[src/rtl/operand_sequencer_pkg.sv]
// Shared assembler constants: instruction formats, operand slot kinds and
// destinations, and the per-format slot layout.
package assembler_constants;

  typedef enum logic [1:0] {
    FMT_R    = 2'd0,
    FMT_I    = 2'd1,
    FMT_U    = 2'd2,
    FMT_NONE = 2'd3
  } fmt_t;

  typedef enum logic {
    SK_REG,
    SK_IMM
  } slot_kind_t;

  typedef enum logic [1:0] {
    DST_RD,
    DST_RS1,
    DST_RS2,
    DST_IMM
  } slot_dst_t;

  localparam logic [7:0] CH_SPACE = 8'h20;
  localparam logic [7:0] CH_COMMA = 8'h2C;
  localparam logic [7:0] CH_NL    = 8'h0A;

  // R = rd,rs1,rs2 ; I = rd,rs1,imm ; U = rd,imm
  function automatic slot_kind_t slot_kind(input fmt_t fmt, input logic [1:0] idx);
    case (fmt)
      FMT_I:   return (idx == 2'd2) ? SK_IMM : SK_REG;
      FMT_U:   return (idx == 2'd1) ? SK_IMM : SK_REG;
      default: return SK_REG;
    endcase
  endfunction

  function automatic slot_dst_t slot_dst(input fmt_t fmt, input logic [1:0] idx);
    case (idx)
      2'd1:    return (fmt == FMT_U) ? DST_IMM : DST_RS1;
      2'd2:    return (fmt == FMT_I) ? DST_IMM : DST_RS2;
      default: return DST_RD;
    endcase
  endfunction

  function automatic logic [1:0] slot_count(input fmt_t fmt);
    case (fmt)
      FMT_R, FMT_I: return 2'd3;
      FMT_U:        return 2'd2;
      default:      return 2'd0;
    endcase
  endfunction

endpackage

[src/rtl/operand_sequencer_if.sv]
// Operand sequencer bus: decoder handshake, character stream, interpreter
// enables/responses and the decoded fields.
interface operand_sequencer_if #(
  parameter int unsigned IMM_WIDTH = 20
);
  logic                       start;
  assembler_constants::fmt_t  format;
  logic                       valid_data;
  logic                       new_character;
  logic [7:0]                 incoming_ascii;
  logic                       reg_valid;
  logic                       reg_done;
  logic                       reg_error;
  logic                       reg_busy;
  logic [4:0]                 reg_value;
  logic                       imm_valid;
  logic                       imm_done;
  logic                       imm_error;
  logic                       imm_busy;
  logic [IMM_WIDTH-1:0]       imm_value;
  logic [4:0]                 rd;
  logic [4:0]                 rs1;
  logic [4:0]                 rs2;
  logic [IMM_WIDTH-1:0]       imm;
  logic                       done;
  logic                       error;
  logic                       busy;

  modport slave (
    input  start, format, valid_data, new_character, incoming_ascii,
    input  reg_done, reg_error, reg_busy, reg_value,
    input  imm_done, imm_error, imm_busy, imm_value,
    output reg_valid, imm_valid, rd, rs1, rs2, imm, done, error, busy
  );

  modport master (
    output start, format, valid_data, new_character, incoming_ascii,
    output reg_done, reg_error, reg_busy, reg_value,
    output imm_done, imm_error, imm_busy, imm_value,
    input  reg_valid, imm_valid, rd, rs1, rs2, imm, done, error, busy
  );

endinterface

[src/rtl/operand_sequencer.sv]
// Walks an instruction's operand slots, enabling the matching interpreter and
// committing each value to its destination field on the slot delimiter.
module operand_sequencer
  import assembler_constants::*;
#(
  parameter int unsigned IMM_WIDTH = 20
) (
  input  logic                clk_in,
  input  logic                rst_in,
  operand_sequencer_if.slave  bus
);

  typedef enum logic [1:0] {
    S_IDLE,
    S_SLOT,
    S_DONE,
    S_ERROR
  } state_t;

  state_t               state_q, state_d;
  logic [1:0]           slot_q, slot_d;
  fmt_t                 fmt_q, fmt_d;
  logic [4:0]           rd_q, rd_d, rs1_q, rs1_d, rs2_q, rs2_d;
  logic [IMM_WIDTH-1:0] imm_q, imm_d;

  slot_kind_t kind;
  logic       act_done, act_err, act_busy;
  logic       last_slot, blank_skip, commit;

  assign kind       = slot_kind(fmt_q, slot_q);
  assign act_done   = (kind == SK_REG) ? bus.reg_done  : bus.imm_done;
  assign act_err    = (kind == SK_REG) ? bus.reg_error : bus.imm_error;
  assign act_busy   = (kind == SK_REG) ? bus.reg_busy  : bus.imm_busy;
  assign last_slot  = (slot_q == slot_count(fmt_q) - 2'd1);
  assign blank_skip = (bus.incoming_ascii == CH_SPACE) && !act_busy;

  always_ff @(posedge clk_in or posedge rst_in) begin
    if (rst_in) begin
      state_q <= S_IDLE;
      slot_q  <= '0;
      fmt_q   <= FMT_NONE;
      rd_q    <= '0;
      rs1_q   <= '0;
      rs2_q   <= '0;
      imm_q   <= '0;
    end else begin
      state_q <= state_d;
      slot_q  <= slot_d;
      fmt_q   <= fmt_d;
      rd_q    <= rd_d;
      rs1_q   <= rs1_d;
      rs2_q   <= rs2_d;
      imm_q   <= imm_d;
    end
  end

  always_comb begin
    state_d = state_q;
    slot_d  = slot_q;
    fmt_d   = fmt_q;
    rd_d    = rd_q;
    rs1_d   = rs1_q;
    rs2_d   = rs2_q;
    imm_d   = imm_q;
    commit  = 1'b0;

    case (state_q)
      S_IDLE, S_ERROR: begin
        if (bus.start) begin
          if (bus.format == FMT_NONE) begin
            state_d = S_DONE;
          end else begin
            state_d = S_SLOT;
            slot_d  = '0;
            fmt_d   = bus.format;
          end
        end
      end
      S_DONE: state_d = S_IDLE;
      S_SLOT: begin
        // Abort beats interpreter error, which beats any delimiter commit.
        if (!bus.valid_data) begin
          state_d = S_IDLE;
        end else if (act_err) begin
          state_d = S_ERROR;
        end else if (bus.new_character && !blank_skip) begin
          if (bus.incoming_ascii == CH_NL) begin
            if (!last_slot) begin
              state_d = S_ERROR;
            end else if (act_done) begin
              commit  = 1'b1;
              state_d = S_DONE;
            end
          end else if (bus.incoming_ascii == CH_COMMA) begin
            if (last_slot) begin
              state_d = S_ERROR;
            end else if (act_done) begin
              commit = 1'b1;
              slot_d = slot_q + 2'd1;
            end
          end
        end
      end
      default: state_d = S_IDLE;
    endcase

    if (commit) begin
      case (slot_dst(fmt_q, slot_q))
        DST_RD:  rd_d  = bus.reg_value;
        DST_RS1: rs1_d = bus.reg_value;
        DST_RS2: rs2_d = bus.reg_value;
        default: imm_d = bus.imm_value;
      endcase
    end
  end

  assign bus.reg_valid = (state_q == S_SLOT) && (kind == SK_REG);
  assign bus.imm_valid = (state_q == S_SLOT) && (kind == SK_IMM);
  assign bus.done      = (state_q == S_DONE);
  assign bus.error     = (state_q == S_ERROR);
  assign bus.busy      = (state_q != S_IDLE);
  assign bus.rd        = rd_q;
  assign bus.rs1       = rs1_q;
  assign bus.rs2       = rs2_q;
  assign bus.imm       = imm_q;

endmodule

[src/flat_wrapper.sv]
// flat-port wrapper written by rule: the top's interface ports become plain ports
module operand_sequencer_flat import assembler_constants::*;
#(
  parameter int unsigned IMM_WIDTH = 20
)
  (clk_in, rst_in, bus_start, bus_format, bus_valid_data, bus_new_character, bus_incoming_ascii, bus_reg_done, bus_reg_error, bus_reg_busy, bus_reg_value, bus_imm_done, bus_imm_error, bus_imm_busy, bus_imm_value, bus_reg_valid, bus_imm_valid, bus_rd, bus_rs1, bus_rs2, bus_imm, bus_done, bus_error, bus_busy);
  operand_sequencer_if #(.IMM_WIDTH(IMM_WIDTH)) bus_i ();
  input  logic clk_in;
  input  logic rst_in;
  input wire logic [$bits(bus_i.start)-1:0] bus_start;
  input wire logic [$bits(bus_i.format)-1:0] bus_format;
  input wire logic [$bits(bus_i.valid_data)-1:0] bus_valid_data;
  input wire logic [$bits(bus_i.new_character)-1:0] bus_new_character;
  input wire logic [$bits(bus_i.incoming_ascii)-1:0] bus_incoming_ascii;
  input wire logic [$bits(bus_i.reg_done)-1:0] bus_reg_done;
  input wire logic [$bits(bus_i.reg_error)-1:0] bus_reg_error;
  input wire logic [$bits(bus_i.reg_busy)-1:0] bus_reg_busy;
  input wire logic [$bits(bus_i.reg_value)-1:0] bus_reg_value;
  input wire logic [$bits(bus_i.imm_done)-1:0] bus_imm_done;
  input wire logic [$bits(bus_i.imm_error)-1:0] bus_imm_error;
  input wire logic [$bits(bus_i.imm_busy)-1:0] bus_imm_busy;
  input wire logic [$bits(bus_i.imm_value)-1:0] bus_imm_value;
  output wire logic [$bits(bus_i.reg_valid)-1:0] bus_reg_valid;
  output wire logic [$bits(bus_i.imm_valid)-1:0] bus_imm_valid;
  output wire logic [$bits(bus_i.rd)-1:0] bus_rd;
  output wire logic [$bits(bus_i.rs1)-1:0] bus_rs1;
  output wire logic [$bits(bus_i.rs2)-1:0] bus_rs2;
  output wire logic [$bits(bus_i.imm)-1:0] bus_imm;
  output wire logic [$bits(bus_i.done)-1:0] bus_done;
  output wire logic [$bits(bus_i.error)-1:0] bus_error;
  output wire logic [$bits(bus_i.busy)-1:0] bus_busy;
  assign bus_i.start = bus_start;
  assign bus_i.format = bus_format;
  assign bus_i.valid_data = bus_valid_data;
  assign bus_i.new_character = bus_new_character;
  assign bus_i.incoming_ascii = bus_incoming_ascii;
  assign bus_i.reg_done = bus_reg_done;
  assign bus_i.reg_error = bus_reg_error;
  assign bus_i.reg_busy = bus_reg_busy;
  assign bus_i.reg_value = bus_reg_value;
  assign bus_i.imm_done = bus_imm_done;
  assign bus_i.imm_error = bus_imm_error;
  assign bus_i.imm_busy = bus_imm_busy;
  assign bus_i.imm_value = bus_imm_value;
  assign bus_reg_valid = bus_i.reg_valid;
  assign bus_imm_valid = bus_i.imm_valid;
  assign bus_rd = bus_i.rd;
  assign bus_rs1 = bus_i.rs1;
  assign bus_rs2 = bus_i.rs2;
  assign bus_imm = bus_i.imm;
  assign bus_done = bus_i.done;
  assign bus_error = bus_i.error;
  assign bus_busy = bus_i.busy;
  operand_sequencer #(.IMM_WIDTH(IMM_WIDTH)) u_core (.clk_in(clk_in), .rst_in(rst_in), .bus(bus_i));
endmodule
[config.mk]
export PLATFORM = sky130hd
export DESIGN_NAME = operand_sequencer_flat
export DESIGN_NICKNAME = d
export VERILOG_FILES = /design/src/rtl/operand_sequencer_pkg.sv /design/src/rtl/operand_sequencer_if.sv /design/src/rtl/operand_sequencer.sv /design/src/flat_wrapper.sv
export SDC_FILE = /design/constraint.sdc
export NUM_CORES = 1
export LEC_CHECK = 0
export BUFFER_PORTS_ARGS = -buffer_cell sky130_fd_sc_hd__buf_2
export CAP_MARGIN = 20
export CORE_AREA = 2 2 70 66
export DETAILED_ROUTE_END_ITERATION = 8
export DIE_AREA = 0 0 72 68
export HOLD_SLACK_MARGIN = 0.05
export PLACE_DENSITY = 0.82
export SYNTH_ARGS = -nofsm -noshare
export SYNTH_HDL_FRONTEND = slang
export SYNTH_SLANG_ARGS = --single-unit
[constraint.sdc]
create_clock -name clk_in -period 4.4 [get_ports clk_in]
set_input_delay 0.66 -clock clk_in [delete_from_list [all_inputs] [get_ports clk_in]]
set_output_delay 0.66 -clock clk_in [all_outputs]
set_load 0.1 [all_outputs]
* After elaboration in Yosys (flattened, before gate mapping)
Index checks and enable logic that the tools add are counted.
** Storage, ports and cells
- Flip-flop bits (word level) :: 41
- Word-level logic and storage cells :: 101
** Operators by class
- Bitwise operators :: 3
- Add/sub/neg operators :: 2
- Eq/ne operators :: 27
- Mux-type cells :: 41
- Reduce and logical (&&, ||, !) cells :: 21
** Operator list (number)
- 2-to-1 mux 2 bit :: 21
- equality test 8 x 6 -> 1 bit (second input constant) :: 2
- 2-to-1 mux 1 bit :: 15
- equality test 2 bit (second input constant) :: 6
- inequality test 2 bit (second input constant) :: 6
- case mux 2 bit (2 select lines) :: 3
- inequality test 5 x 2 -> 1 bit (second input constant) :: 2
- AND reduction 10 bit :: 1
- equality test 2 x 1 -> 1 bit (second input constant) :: 4
- equality test 8 x 4 -> 1 bit (second input constant) :: 1
- AND reduction 2 bit :: 4
- zero test 2 bit :: 3
- inequality test 2 x 1 -> 1 bit (second input constant) :: 3
- inequality test 6 x 4 -> 1 bit (second input constant) :: 1
- case mux 2 bit (3 select lines) :: 1
- AND reduction 5 bit :: 1
- logical AND 1 bit :: 4
- inequality test 4 x 2 -> 1 bit (second input constant) :: 1
- nonzero test 2 bit :: 2
- OR reduction 2 bit :: 2
- inverter 1 bit :: 3
- AND reduction 3 bit :: 1
- OR reduction 3 bit :: 1
- adder 2 x 1 -> 2 bit (second input constant) :: 1
- other kinds (4) :: 5

* Longest topological paths before layout
- Word-level depth :: 17
- Mapped depth :: 9

* Worst setup path after synthesis
OpenSTA, ideal clock, no wires.
- Path kind :: register to output
- From :: register u_core.fmt_q[0]
- To :: output bus_reg_valid
- Data required time :: 3740 ps
- Cell stages (with the launch flop) :: 5
- Buffers on the path :: 0
- Arrival time :: 3257 ps
- Path slack :: 483 ps
- Cell sequence :: dfstp_2 -> inv_1 -> ha_1 -> a22o_1 -> a21boi_0
** On the way
- Longest elaborated chain between the ends :: 4
- Elaborated cells on any way between the ends :: 5
** Ends and longest elaborated chain
- start, declared :: line operand_sequencer.sv:22 : fmt_t fmt_q, fmt_d;
- start signal, assigned :: line operand_sequencer.sv:49 : fmt_q <= fmt_d;
- equality test 2 bit / equality test 2 x 1 -> 1 bit (equally long branches) :: line operand_sequencer_pkg.sv:30 : case (fmt)
- case mux 1 bit (2 select lines) * :: line operand_sequencer_pkg.sv:30
- inverter 1 bit *
- logical AND 1 bit * :: line operand_sequencer.sv:117 : assign bus.reg_valid = (state_q == S_SLOT) && (kind == SK_REG);
- end, declared :: line flat_wrapper.sv:23 : output wire logic [$bits(bus_i.reg_valid)-1:0] bus_reg_valid;
Mark *: on every way between the ends. The rest lies on a longest branch, timed or not.

* Worst setup path after layout
- From :: register u_core.fmt_q[1]
- To :: register u_core.imm_q[17], in the netlist u_core.bus.imm[17]
** On the way
- Longest elaborated chain between the ends :: 13
- Elaborated cells on any way between the ends :: 34
** Ends and longest elaborated chain
- equality test 2 x 1 -> 1 bit / zero test 2 bit (equally long branches) :: line operand_sequencer_pkg.sv:30, operand_sequencer_pkg.sv:40, operand_sequencer_pkg.sv:46
- OR reduction 2 bit :: line operand_sequencer_pkg.sv:46 : case (fmt)
- case mux 2 bit (2 select lines) :: line operand_sequencer_pkg.sv:46
- subtractor 2 x 1 -> 2 bit :: line operand_sequencer.sv:34 : assign last_slot = (slot_q == slot_count(fmt_q) - 2'd1);
- equality test 2 bit :: line operand_sequencer.sv:34
- 2-to-1 mux 1 bit :: line operand_sequencer.sv:95 : if (last_slot) begin
- 2-to-1 mux 1 bit :: line operand_sequencer.sv:94 : end else if (bus.incoming_ascii == CH_COMMA) begin
- 2-to-1 mux 1 bit :: line operand_sequencer.sv:87 : if (bus.incoming_ascii == CH_NL) begin
- 2-to-1 mux 1 bit :: line operand_sequencer.sv:86 : end else if (bus.new_character && !blank_skip) begin
- 2-to-1 mux 1 bit :: line operand_sequencer.sv:84 : end else if (act_err) begin
- 2-to-1 mux 1 bit :: line operand_sequencer.sv:82 : if (!bus.valid_data) begin
- 2-to-1 mux 1 bit :: line operand_sequencer.sv:67 : case (state_q)
- AND reduction 2 bit (no source line) *
- end signal, assigned :: line operand_sequencer.sv:53 : imm_q <= imm_d;
- end, declared :: line operand_sequencer.sv:24 : logic [IMM_WIDTH-1:0] imm_q, imm_d;
Mark *: on every way between the ends. The rest lies on a longest branch, timed or not. The select of a mux whose other input is x is not followed.
A chain may end at the register's enable or synchronous reset.

==> metrics.log <==
[metrics] Tcrit/Tclk final: 62.8%
[metrics] Syn. warnings: 0
[metrics] Placed Instance Area: roughly 2500 µm²
[metrics] DP Cell Count: 294
[metrics] setup repair bufs after CTS: 0
[metrics] Setup-failing EPs final: 0
[metrics] post-synthesis async set-or-reset flop share: 100%
[metrics] antenna viol nets, final: 0
[metrics] least setup slack across all paths after layout: around 1.6 ns
[metrics] share of post-route cells with drive strength above 1: 46.8%
[metrics] Critical Path Start Type: flop
[metrics] total number of H-tree levels: 2
[metrics] Inserted Clock Buffers: 5
[metrics] number of nets in the synthesized netlist: roughly 220
[metrics] nets: roughly 310
[metrics] cell chosen for the clock root: sky130_fd_sc_hd__clkbuf_8
[metrics] CTS sink cnt: just over 40
[metrics] CP Data Required Time: around 4.6 ns
[metrics] vias per inst: 5.25
[metrics] post-synthesis instance total: around 160
[metrics] die span in y: 68 µm
[metrics] total area of sequential cells: roughly 1000 µm²
[metrics] initial antenna violation count: 0
[metrics] Hold Slack: between 0.4 and 0.5 ns
[metrics] sum of internal, switching and leakage power: around 1.0 mW
[metrics] layout overhead on the synthesized area: 26.7%
[metrics] Worst VDD drop: between 200 and 250 µV
[metrics] number of antenna repair diodes: 0
[metrics] global-route wire length before repair: 6.56 mm
[metrics] power per unit of standard cell area: ~400 nW/µm²
[metrics] worst slack, placed: ~1.5 ns
[metrics] total vias in the final route: ~1600
[metrics] clock insertion delay at the later pin of the skew report: 0.29 ns
[metrics] min Tclk post-route: around 2.8 ns
[metrics] headroom to the max-slew limit: between 60% and 70%
[metrics] final-report max-slew violation count: 0
[metrics] Cell Chain, Critical Path: inv_1, ha_1, or3_1, a31oi_1, o221ai_2, nor4_4, buf_4, mux2_1
[metrics] mean cell area of the mapped netlist: 12.6 µm²
[metrics] setup repair after global routing missed its margin: no
[metrics] met3 usage in global routing: 3.98%
[metrics] Top Ports: 86
[metrics] hold-fix buffer count after cts: 0
[metrics] Final Hold Violating Endpoints: 0
[metrics] largest net degree at the start of global routing: between 40 and 50
[metrics] number of distinct library cells after synthesis: 37
[metrics] global routing usage on met1: approximately a fifth
[metrics] Starting Density: 48.7%
[metrics] overall track demand over capacity in global routing: about 17%
[metrics] total half-perimeter wirelength after legalization and detailed placement: 3.00 mm
[metrics] average detailed-routed wire length per instance: between 10 and 15 µm
[metrics] Post-Syn Area: about 2100 µm²
[metrics] area of the core: ~4200 µm²
[metrics] gp weighted congestion: between 0.8 and 0.9
[metrics] post-synthesis register bit count: slightly above 40
[metrics] count of port buffers added during placement: 83
[metrics] dominant synthesized flop cell: sky130_fd_sc_hd__dfrtp_1
[metrics] met2 global-route usage: between 20 and 30%
[metrics] arrival time reported for the critical path endpoint: 2.93 ns
[metrics] area of combinational cells with multiple inputs: around 970 µm²
[metrics] Die Span X: a little over 70 µm
[metrics] clock slew at the register clock pins of the worst setup and hold paths: 0.08 ns
[metrics] worst-margin pin slew: 0.530 ns
[metrics] hold crit path type: in2async
[metrics] final std cell area, no fill: 2610 µm²
[metrics] number of rows created at floorplan: 23
[metrics] die outline area: roughly 4900 µm²
[metrics] critical path type: reg2reg
[metrics] maximum fanout count along the critical path: 20
[metrics] CTS tree: yes
[metrics] CTS resizes: 0
[metrics] detailed-route DRC error count: 0
[metrics] # fillers: approximately 380
[metrics] setup TNS: 0 ns
[metrics] critical path endpoint category: flop
[metrics] GRT busiest layer: met2
[metrics] initial detailed-routing violation count: just under 80
[metrics] highest clock rate: between 0.3 and 0.4 GHz
[metrics] Final Instance Count excl. Fillers: approximately 300
[metrics] share of the yosys chip area belonging to registers: 50.0%
[metrics] Crit path largest cell delay: 0.56 ns
[metrics] Worst Skew: 0.00376 ns
[metrics] leakage component of the power: 1.45 nW
[metrics] total gr overflow: 0
[metrics] worst-case clock buffer depth: 2
[metrics] Detailed Routing Iterations Pass 1: 4
[metrics] Worst path slowest cell: sky130_fd_sc_hd__dfstp_2
[metrics] detailed-route wire length: 4.00 mm
[metrics] via count of the first global-routing pass: between 1000 and 1500
[metrics] MaxCap Viol Count: 0
[metrics] result of the run: finished clean
[metrics] post-layout utilization of the core: between 60% and 70%
[metrics] number of flops mapped to enable cells by yosys: 0
-- cells in the final DEF, fill, tap and decap left out, drive strengths merged, types with 4 or more instances in the layout --
cell type,Yosys,final
nand3,4,4
dfrtp,39,39
mux2,35,35
nor2,10,10
clkbuf,2,6
a21oi,4,4
buf,2,85
nand2b,5,5
ha,9,9
inv,9,8
nand2,5,5
-- report_power, final --
| part | switching, mW | internal (mW) |
|---|---|---|
| registers | 0.0158 | 0.402 |
| logic | 0.273 | 0.106 |
| clock network | 0.129 | 0.112 |
| total | 0.418 | 0.620 |
-- cell usage after synthesis, types with 3 or more instances --
| library cell | n | share of area [%] |
|---|---|---|
| sky130_fd_sc_hd__o211ai_1 | 3 | 1.1 |
| sky130_fd_sc_hd__a21oi_1 | 4 | 0.97 |
| sky130_fd_sc_hd__dfrtp_1 | 39 | 47 |
| sky130_fd_sc_hd__ha_1 | 9 | 5.5 |
| sky130_fd_sc_hd__nand2b_1 | 5 | 1.5 |
| sky130_fd_sc_hd__a31oi_1 | 3 | 0.91 |
| sky130_fd_sc_hd__nand3_1 | 4 | 0.97 |
| sky130_fd_sc_hd__inv_1 | 9 | 1.6 |
| sky130_fd_sc_hd__o21ai_0 | 3 | 0.73 |
| sky130_fd_sc_hd__nand2_1 | 5 | 0.91 |
| sky130_fd_sc_hd__mux2_2 | 15 | 8.2 |
| sky130_fd_sc_hd__nor2_1 | 10 | 1.8 |
| sky130_fd_sc_hd__mux2_1 | 20 | 11 |
-- registers in the layout, indices dropped and copies added, names as in the netlist --
name,count
u_core.bus.rd,5
u_core.bus.rs1,5
u_core.state_q,2
u_core.bus.rs2,5
u_core.slot_q,2
u_core.fmt_q,2
u_core.bus.imm,20
-- metal layers --
metal | vias to the layer above | part of all wire, %
met5 | - | 0
met4 | 0 | 2.0
met3 | 8 | 6.7
met2 | 56 | 46
met1 | 750 | 45
li1 | 771 | -
-- critical path, delay by kind of cell, from the launching register on --
kind	cells	cell delay, ns
and+or+nand+nor	2	0.63
muxes	1	0.35
buffers and inverters	2	0.37
adders and majority gates	1	0.23
AOI/OAI and AO/OA	2	0.49
DFF	1	0.56
-- cell type report --
cell class | instances | area share [%]
flip-flops and latches | 41 | 39.4
clock inverters | 2 | 0.576
clock buffers | 6 | 2.78
well taps | 50 | 2.40
inverters | 9 | 1.29
multi-input cells | 109 | 37.0
repair buffers | 85 | 16.5
-- logic make-up after synthesis --
logic type                 synth area share, %
adders and majority gates                 5.47
muxes                                     20.1
and+or+nand+nor                           13.7
AOI/OAI and AO/OA                         7.23
DFF                                       50.0
buffers and inverters                     3.10
xor gates and xnor gates                 0.426
-- path summary, 6_finish.rpt --
path | start | to | slack, ns | depth (start not counted)
max | u_core.fmt_q[1] | u_core.bus.imm[17] | 1.64 | 8
min | rst_in | u_core.bus.rd[2] | 0.47 | 3
max in group asynchronous | rst_in | u_core.fmt_q[0] | 3.56 | 3
max reg2reg | u_core.fmt_q[1] | u_core.bus.imm[17] | 1.64 | 8
min in group clk_in | u_core.bus.imm[19] | u_core.bus.imm[19] | 0.48 | 1
min reg2reg | u_core.bus.imm[19] | u_core.bus.imm[19] | 0.48 | 1
No activity file was read; power rests on OpenSTA's default activity.
